### config.mk
export PLATFORM = sky130hd
export DESIGN_NAME = steer_en
export DESIGN_NICKNAME = d
export VERILOG_FILES = /design/src/rtl/segway_pkg.sv /design/src/rtl/steer_en_tmr.sv /design/src/rtl/steer_en.sv
export SDC_FILE = /design/constraint.sdc
export NUM_CORES = 1
export LEC_CHECK = 0
export ABC_AREA = 1
export CORE_ASPECT_RATIO = 0.7
export CORE_MARGIN = 4
export CORE_UTILIZATION = 55
export DETAILED_ROUTE_END_ITERATION = 8
export GPL_TIMING_DRIVEN = 0
export PLACE_DENSITY = 0.78
export SKIP_LAST_GASP = 1
export SLEW_MARGIN = 20
export SYNTH_ARGS = -nofsm -noshare
export SYNTH_HDL_FRONTEND = slang
export SYNTH_SLANG_ARGS = --single-unit
### constraint.sdc
create_clock -name clk -period 11.5 [get_ports clk]
set_input_delay 2.3 -clock clk [delete_from_list [all_inputs] [get_ports clk]]
set_output_delay 2.3 -clock clk [all_outputs]
set_load 0.01 [all_outputs]
### src/rtl/segway_pkg.sv
// Shared Segway definitions: rider-weight thresholds and the steer-enable FSM state type.
package segway_pkg;
  localparam int MIN_RIDER_WT  = 512;
  localparam int WT_HYSTERESIS = 64;

  typedef enum logic [1:0] {
    IDLE  = 2'd0,
    WAIT  = 2'd1,
    STEER = 2'd2
  } steer_state_t;
endpackage

### src/rtl/steer_en_tmr.sv
// Balance qualification timer: 26-bit up-counter with a fast_sim-selectable terminal count.
module steer_en_tmr
  import segway_pkg::*;
(
  input  logic clk,
  input  logic rst,
  input  logic clr,
  input  logic en,
  input  logic fast_sim,
  output logic tmr_full
);

  localparam int TMR_W  = 26;
  localparam int FAST_W = 14;

  logic [TMR_W-1:0] cnt;

  always_ff @(posedge clk) begin
    if (rst || clr)
      cnt <= '0;
    else if (en)
      cnt <= cnt + 1'b1;
  end

  assign tmr_full = fast_sim ? (&cnt[FAST_W-1:0]) : (&cnt);

endmodule

### src/rtl/steer_en.sv
// Rider-presence / steering-enable controller. Define STEER_EN_HYSTERESIS_EN to use a
// 448 off threshold (64 below the 512 on threshold); otherwise off is sum <= 512.
module steer_en
  import segway_pkg::*;
#(
  parameter bit fast_sim = 1'b1,
  parameter int DATA_W   = 12
) (
  input  logic              clk,
  input  logic              rst,
  input  logic [DATA_W-1:0] lft_ld,
  input  logic [DATA_W-1:0] rght_ld,
  output logic              en_steer,
  output logic              rider_off
);

  localparam int SUM_W = DATA_W + 1;
  localparam logic [SUM_W-1:0] ON_THRESH  = SUM_W'(MIN_RIDER_WT);
  localparam logic [SUM_W-1:0] OFF_THRESH = SUM_W'(MIN_RIDER_WT - WT_HYSTERESIS);

  function automatic logic [DATA_W-1:0] abs_diff(input logic signed [DATA_W:0] d);
    return (d < 0) ? DATA_W'(-d) : DATA_W'(d);
  endfunction

  logic [SUM_W-1:0]         sum;
  logic [SUM_W-1:0]         diff_ext;
  logic signed [DATA_W:0]   delta;
  logic                     sum_gt_min, sum_lt_min;
  logic                     diff_gt_1_4, diff_gt_15_16;
  logic                     tmr_full, tmr_clr, tmr_en;
  steer_state_t             state, nxt;

  assign sum      = {1'b0, lft_ld} + {1'b0, rght_ld};
  assign delta    = $signed({1'b0, lft_ld}) - $signed({1'b0, rght_ld});
  assign diff_ext = {1'b0, abs_diff(delta)};

  assign sum_gt_min = sum > ON_THRESH;
`ifdef STEER_EN_HYSTERESIS_EN
  assign sum_lt_min = sum < OFF_THRESH;
`else
  assign sum_lt_min = sum <= ON_THRESH;
`endif

  assign diff_gt_1_4   = diff_ext > (sum >> 2);
  assign diff_gt_15_16 = diff_ext > (sum - (sum >> 4));

  always_ff @(posedge clk) begin
    if (rst)
      state <= IDLE;
    else
      state <= nxt;
  end

  // Falling below the off threshold wins over any imbalance condition.
  always_comb begin
    nxt = state;
    unique case (state)
      IDLE:  if (sum_gt_min) nxt = WAIT;
      WAIT: begin
        if (sum_lt_min)        nxt = IDLE;
        else if (diff_gt_1_4)  nxt = WAIT;
        else if (tmr_full)     nxt = STEER;
      end
      STEER: begin
        if (sum_lt_min)          nxt = IDLE;
        else if (diff_gt_15_16)  nxt = WAIT;
      end
      default: nxt = IDLE;
    endcase
  end

  // Timer restarts on every state entry and on any imbalance seen while waiting.
  assign tmr_clr = (nxt != state) || ((state == WAIT) && diff_gt_1_4);
  assign tmr_en  = (state == WAIT);

  steer_en_tmr u_tmr (
    .clk      (clk),
    .rst      (rst),
    .clr      (tmr_clr),
    .en       (tmr_en),
    .fast_sim (fast_sim),
    .tmr_full (tmr_full)
  );

  assign rider_off = (state == IDLE);
  assign en_steer  = (state == STEER);

endmodule

==> flow_metrics.env, run 1 <==
export IMPL_crit_top_cell="nand2_1"
export IMPL_synthCells=545
export IMPL_area_growth_pct=12.12
export IMPL_die_area_sq_mm=0.007638
export IMPL_synth_edf_count=0
export IMPL_crit_path_end_kind="register"
export IMPL_cts_made_buffers=3
export IMPL_detail_route_antenna_nets=0
export IMPL_rsz0062_at_grt="no"
export IMPL_hold_end="u_tmr.cnt[13]"
export IMPL_cts_hold_buffers=0
export IMPL_antenna_diode_count=0
export IMPL_p_leak_nw=2.003
export IMPL_synth_ff_type="dfxtp_1"
export IMPL_portBuffers=27
export IMPL_setup_viol=0
export IMPL_root_buffer="clkbuf_8"
export IMPL_fin_cells=651
export IMPL_r2r_end="u_tmr.cnt[13]"
export IMPL_worstSetupPathType="in -> reg"
export IMPL_drt_iter0_markers=216
export IMPL_cts_tree="built"
export IMPL_htree_levels=1
export IMPL_clock_skew_ns=0.003383
export IMPL_synthArstFlopShare_pct=0
export IMPL_maxCapViolations=0
export IMPL_clock_sinks=16
export IMPL_clock_latency_ns=0.25
export IMPL_grt_total_usage_pct=22.22
export IMPL_start_kind="primary input"
export IMPL_power_density_mw_per_mm2=123.3
export IMPL_critPathArrivalTime_ns=7.76
export IMPL_drive_gt1_share_pct=10.24
export IMPL_grt_overflow=0
export IMPL_r2r_start="state[0]"
export IMPL_cts_setup_buffers=0
export IMPL_min_delay_start="u_tmr.cnt[13]"
export IMPL_die_w_um=102.8
export IMPL_die_h_um=74.33
export IMPL_synth_largest_area_cell="ha_1"
export IMPL_rr_worst_depth=8
export IMPL_place_hpwl_um=7054
export IMPL_clockBufferDepth=2
export IMPL_grt_pass1_vias=3027
export IMPL_reg2reg_slack_ns=9.35
export IMPL_slew_viol_final=0
export IMPL_core_area_sq_mm=0.005899
export IMPL_postCtsResizedCells=0
export IMPL_whs_ns=0.5412
export IMPL_tightest_slew_ns=0.7523
export IMPL_outcome="finished, final reports clean"
export IMPL_whs_path_depth=2
export IMPL_wl_um=8149
export IMPL_grt_max_degree=11
export IMPL_num_rows=23
export IMPL_fin_area_sq_mm=0.003876
export IMPL_final_nets=661
export IMPL_clk_pin_slew_ns=0.07
export IMPL_max_freq_mhz=131.3
export IMPL_yosys_area_top_type_share_pct=19.91
export IMPL_avgSynthCellArea_sq_um=6.343
export IMPL_antenna_found_initial=0
export IMPL_min_period_ns=7.615
export IMPL_ys_seq_area_share_pct=9.265
export IMPL_post_dp_cell_area_sq_mm=0.003821
export IMPL_hold_path_class="reg -> reg"
export IMPL_synth_net_count=629
export IMPL_hold_viol=0
export IMPL_placed_cells=647
export IMPL_viasPerCell=5.286
export IMPL_synth_seq_cells=16
export IMPL_yosys_top_cells_area="ha_1 (20%), nand2_1 (14%), dfxtp_1 (9.3%), inv_1 (8.0%), nand3_1 (7.7%)"
export IMPL_peakVddDrop_mv=0.05049
export IMPL_io_pins=28
export IMPL_critPathSlowestCell="clkdlybuf4s50_1"
export IMPL_fin_crit_sh_pct=66.22
export IMPL_timing_setup_tns_ns=0
export IMPL_wl_per_cell_um=12.52
export IMPL_critPathMaxFanout=10
export IMPL_syn_area_sq_mm=0.003457
export IMPL_synth_cell_type_count=43
export IMPL_drt_first_pass_iters=5
export IMPL_maxSlewHeadroom_pct=49.66
export IMPL_crit_path_max_incr_delay_ns=0.57
export IMPL_yosys_warnings=0
export IMPL_gp_congestion=0.8715
export IMPL_drc=0
export IMPL_dr_total_vias=3441
export IMPL_grt_pass1_wl_um=13700
export IMPL_required_ns=11.64
export IMPL_initial_core_util_pct=58.60
==> cell usage in the layout (no fill, tap or decap), types with 9 or more instances in the layout <==
cell type and instances:
nor2_1 40, inv_1 74, ha_1 55, nand2_1 130, dfxtp_1 16, nand4_1 9, a21oi_1 27, xor2_1 25
nand2_2 12, nand3_1 53, nor2_2 14, clkdlybuf4s50_1 27, xnor2_1 11, o21ai_0 14
==> area by class of cell <==
type	count	area, sq um
Sequential cell	16	320.3
Inverter	83	314.1
Buffer	9	81.33
Fill cell	546	2023
Tap cell	75	93.84
Clock buffer	4	55.05
Multi-Input combinational cell	437	2741
Timing Repair Buffer	27	270.3
==> routing by layer <==
| metal | part of all wire [%] | vias up | global-route usage, % |
|---|---|---|---|
| li1 | - | 1822 | - |
| met5 | 0 | - | 0 |
| met4 | 0.16 | 0 | 0.8621 |
| met3 | 6.0 | 2 | 3.187 |
| met1 | 52 | 1546 | 33.80 |
| met2 | 42 | 71 | 35.19 |
==> where the power goes <==
group | switching [mW] | leakage (nW) | internal, mW | total, mW
Combinational | 0.225 | 1.84 | 0.146 | 0.370
Sequential | 0.00111 | 0.129 | 0.0565 | 0.0576
Clock | 0.0197 | 0.0288 | 0.0304 | 0.0500
Total | 0.246 | 2.00 | 0.233 | 0.478
==> logic make-up after synthesis <==
group,Yosys count,synth area share [%]
buffers and inverters,92,11.44
AO/OA/AOI/OAI,61,10.32
XOR/XNOR,40,11.00
multiplexers,1,0.2896
adder cells (fa/ha/maj),58,21.64
flip-flops,16,9.265
AND/OR/NAND/NOR,277,36.05
==> cell usage after synthesis, drive strengths merged (2+ instances only) <==
master / count
nor2: 54
o21bai: 3
ha: 55
inv: 82
nand2: 142
nor3: 8
or2: 2
and3: 2
buf: 9
nand3: 55
a21oi: 30
fa: 3
a21o: 4
xnor2: 11
nor4: 2
nand4: 9
o21ai: 17
xor2: 29
a31oi: 3
dfxtp: 16
==> stage by stage <==
step | power, mW | util (%) | setup slack, ns
finish | 0.4781 | 65.71 | 3.885
global route | 0.5334 | 65.71 | 3.436
CTS | 0.4769 | 65.71 | 3.925
detailed placement | 0.4241 | 64.77 | 3.705
global placement | 0.4064 | 64.77 | 3.779
floorplan | 0.3407 | - | 5.045
==> flip-flops by register name (all words and copies together) (netlist names) <==
signal	cells
state	2
u_tmr.cnt	14
==> worst max path at each step <==
stage,from,end,slack (ns)
3_3_place_gp,lft_ld[1],u_tmr.cnt[7],3.78
4_1_cts,lft_ld[1],u_tmr.cnt[4],3.92
2_1_floorplan,lft_ld[0],u_tmr.cnt[0],5.05
3_5_place_dp,lft_ld[1],u_tmr.cnt[4],3.70
6_report,lft_ld[1],u_tmr.cnt[4],3.88
5_1_grt,lft_ld[1],u_tmr.cnt[5],3.44
==> critical path: cells and delay by family <==
kind / cells / cell delay [ns]
XOR/XNOR: 2 / 0.52
buffers and inverters: 5 / 1.14
AO/OA/AOI/OAI: 7 / 0.98
AND/OR/NAND/NOR: 18 / 1.65
adder cells (fa/ha/maj): 3 / 1.15
No activity file was read; power rests on OpenSTA's default activity.
==> inputs of run 2 (changes only) <==
clock period = 7.9 ns   (was 11.5 ns; I/O delays follow)
==> results of run 2 <==
Same layout as run 1 (identical final DEF). Status: finished, final reports clean.
Among the figures that moved: setup slack after placement 3.705 ns -> 0.8248 ns; setup slack after layout 3.885 ns -> 1.005 ns; register-to-register setup slack 9.35 ns -> 5.75 ns; total power 0.4781 mW -> 0.6960 mW; worst IR drop on VDD 0.05049 mV -> 0.07349 mV
==> inputs of run 3 (changes only) <==
GPL_TIMING_DRIVEN = unset   (was 0)
==> run 3 against run 2 <==
Core utilization shrank 1.6 points. Clock power shrank 20%. Die area unchanged. Flip-flop and latch count is the same. Critical path depth decreased by 2. Sequential power about the same. Clock-buffer cell count decreased by 1. Clock skew shrank 0.0020 ns. Largest cell class unchanged.
==> flow_metrics.env, run 3 (synthesis results as in run 1) <==
export IMPL_wl_per_cell_um=13.18
export IMPL_antenna_found_initial=0
export IMPL_p_leak_nw=1.948
export IMPL_crit_top_cell="nand2_1"
export IMPL_largest_register_ff_count=14
export IMPL_timing_setup_tns_ns=0
export IMPL_grt_total_usage_pct=23.25
export IMPL_outcome="finished, final reports clean"
export IMPL_final_cell_mix="nand2_1 (130), inv_1 (74), ha_1 (55), nand3_1 (53), nor2_1 (40)"
export IMPL_maxCapViolations=0
export IMPL_portBuffers=27
export IMPL_crit_path_max_incr_delay_ns=0.48
export IMPL_clockBufferDepth=2
export IMPL_fillers=566
export IMPL_drt_iter0_markers=320
export IMPL_die_w_um=102.8
export IMPL_maxSlewHeadroom_pct=55.74
export IMPL_clk_pin_slew_ns=0.06
export IMPL_hold_path_class="reg -> reg"
export IMPL_max_freq_mhz=149.6
export IMPL_grt_pass1_wl_um=14430
export IMPL_gp_congestion=0.9300
export IMPL_required_ns=8.02
export IMPL_cts_setup_buffers=0
export IMPL_cts_made_buffers=3
export IMPL_num_rows=23
export IMPL_drc=0
export IMPL_min_period_ns=6.684
export IMPL_io_pins=28
export IMPL_largest_register="u_tmr.cnt"
export IMPL_clock_latency_ns=0.24
export IMPL_dr_total_vias=3486
export IMPL_grt_pass1_vias=3221
export IMPL_drive_gt1_share_pct=8.657
export IMPL_htree_levels=1
export IMPL_place_hpwl_um=7302
export IMPL_critPathArrivalTime_ns=6.80
export IMPL_postCtsResizedCells=0
export IMPL_cts_tree="built"
export IMPL_final_nets=652
export IMPL_clock_sinks=16
export IMPL_fin_crit_sh_pct=84.61
export IMPL_drt_first_pass_iters=7
export IMPL_slew_viol_final=0
export IMPL_crit_path_end_kind="register"
export IMPL_critPathMaxFanout=14
export IMPL_viasPerCell=5.438
export IMPL_clock_skew_ns=0.001381
export IMPL_setup_viol=0
export IMPL_die_area_sq_mm=0.007638
export IMPL_worstSetupPathType="in -> reg"
export IMPL_hold_viol=0
export IMPL_tightest_slew_ns=0.6615
export IMPL_core_area_sq_mm=0.005899
export IMPL_initial_core_util_pct=58.60
export IMPL_largestRegisters="u_tmr.cnt x14, state x2"
export IMPL_wl_um=8451
export IMPL_whs_ns=0.5353
export IMPL_start_kind="primary input"
export IMPL_grt_max_degree=15
export IMPL_detail_route_antenna_nets=0
export IMPL_grt_overflow=0
export IMPL_critPathSlowestCell="clkdlybuf4s50_1"
export IMPL_cts_hold_buffers=0
export IMPL_area_growth_pct=9.374
export IMPL_power_density_mw_per_mm2=177.0
export IMPL_final_common_cell="nand2_1"
export IMPL_rsz0062_at_grt="no"
export IMPL_die_h_um=74.33
export IMPL_root_buffer="clkbuf_8"
export IMPL_peakVddDrop_mv=0.06163
export IMPL_antenna_diode_count=0
-- run 3: cell count changes in the layout (fill, tap and decap cells not counted), sizes merged --
cell    delta
buf        -9
clkbuf     -1
-- run 3: power by group --
group | internal (mW) | switching (mW)
registers | 0.0823 | 0.00162
logic | 0.205 | 0.322
clock network | 0.0337 | 0.0245
total | 0.321 | 0.348
-- run 3: cell type report --
class	instances	area (sq um)	area share, %
multi-input combinational	437	2741	72.50
clock buffer	3	41.29	1.092
timing repair buffer	27	270.3	7.148
inverter	83	314.1	8.306
tap	75	93.84	2.482
sequential	16	320.3	8.471
-- run 3: final timing paths --
kind | start | end | slack (ns) | cells after the start
setup / recovery | rght_ld[3] | u_tmr.cnt[10] | 1.22 | 33
hold / removal | u_tmr.cnt[13] | u_tmr.cnt[13] | 0.54 | 2
setup reg to reg | u_tmr.cnt[0] | u_tmr.cnt[10] | 5.69 | 11
hold reg to reg | u_tmr.cnt[13] | u_tmr.cnt[13] | 0.54 | 2
-- run 3: layer usage --
| layer | vias up | wire length (um) | global-route usage [%] |
|---|---|---|---|
| met5 | - | 0 | 0 |
| met1 | 1547 | 4251 | 35.04 |
| met3 | 9 | 606 | 3.280 |
| met4 | 0 | 59 | 2.011 |
| li1 | 1799 | - | - |
| met2 | 131 | 3533 | 36.70 |
-- run 3: stage by stage --
stage | util (%) | worst slack, ns | power (mW) | area (sq um) | instances
finish | 64.09 | 1.216 | 0.6691 | 3781 | 641
global route | 64.09 | 0.6619 | 0.7578 | 3781 | 641
CTS | 64.09 | 1.277 | 0.6689 | 3781 | 641
detailed placement | 63.39 | 1.040 | 0.6069 | 3740 | 638
global placement | 63.39 | 1.302 | 0.5876 | 3740 | 638
floorplan | - | 2.165 | 0.4960 | 3457 | 545
-- run 3: critical path: cells and delay by family --
kind | cells | cell delay (ns)
xor gates and xnor gates | 2 | 0.51
buffers and inverters | 4 | 0.81
AOI/OAI and AO/OA | 8 | 1.23
and+or+nand+nor | 16 | 1.62
adders and majority gates | 3 | 1.02
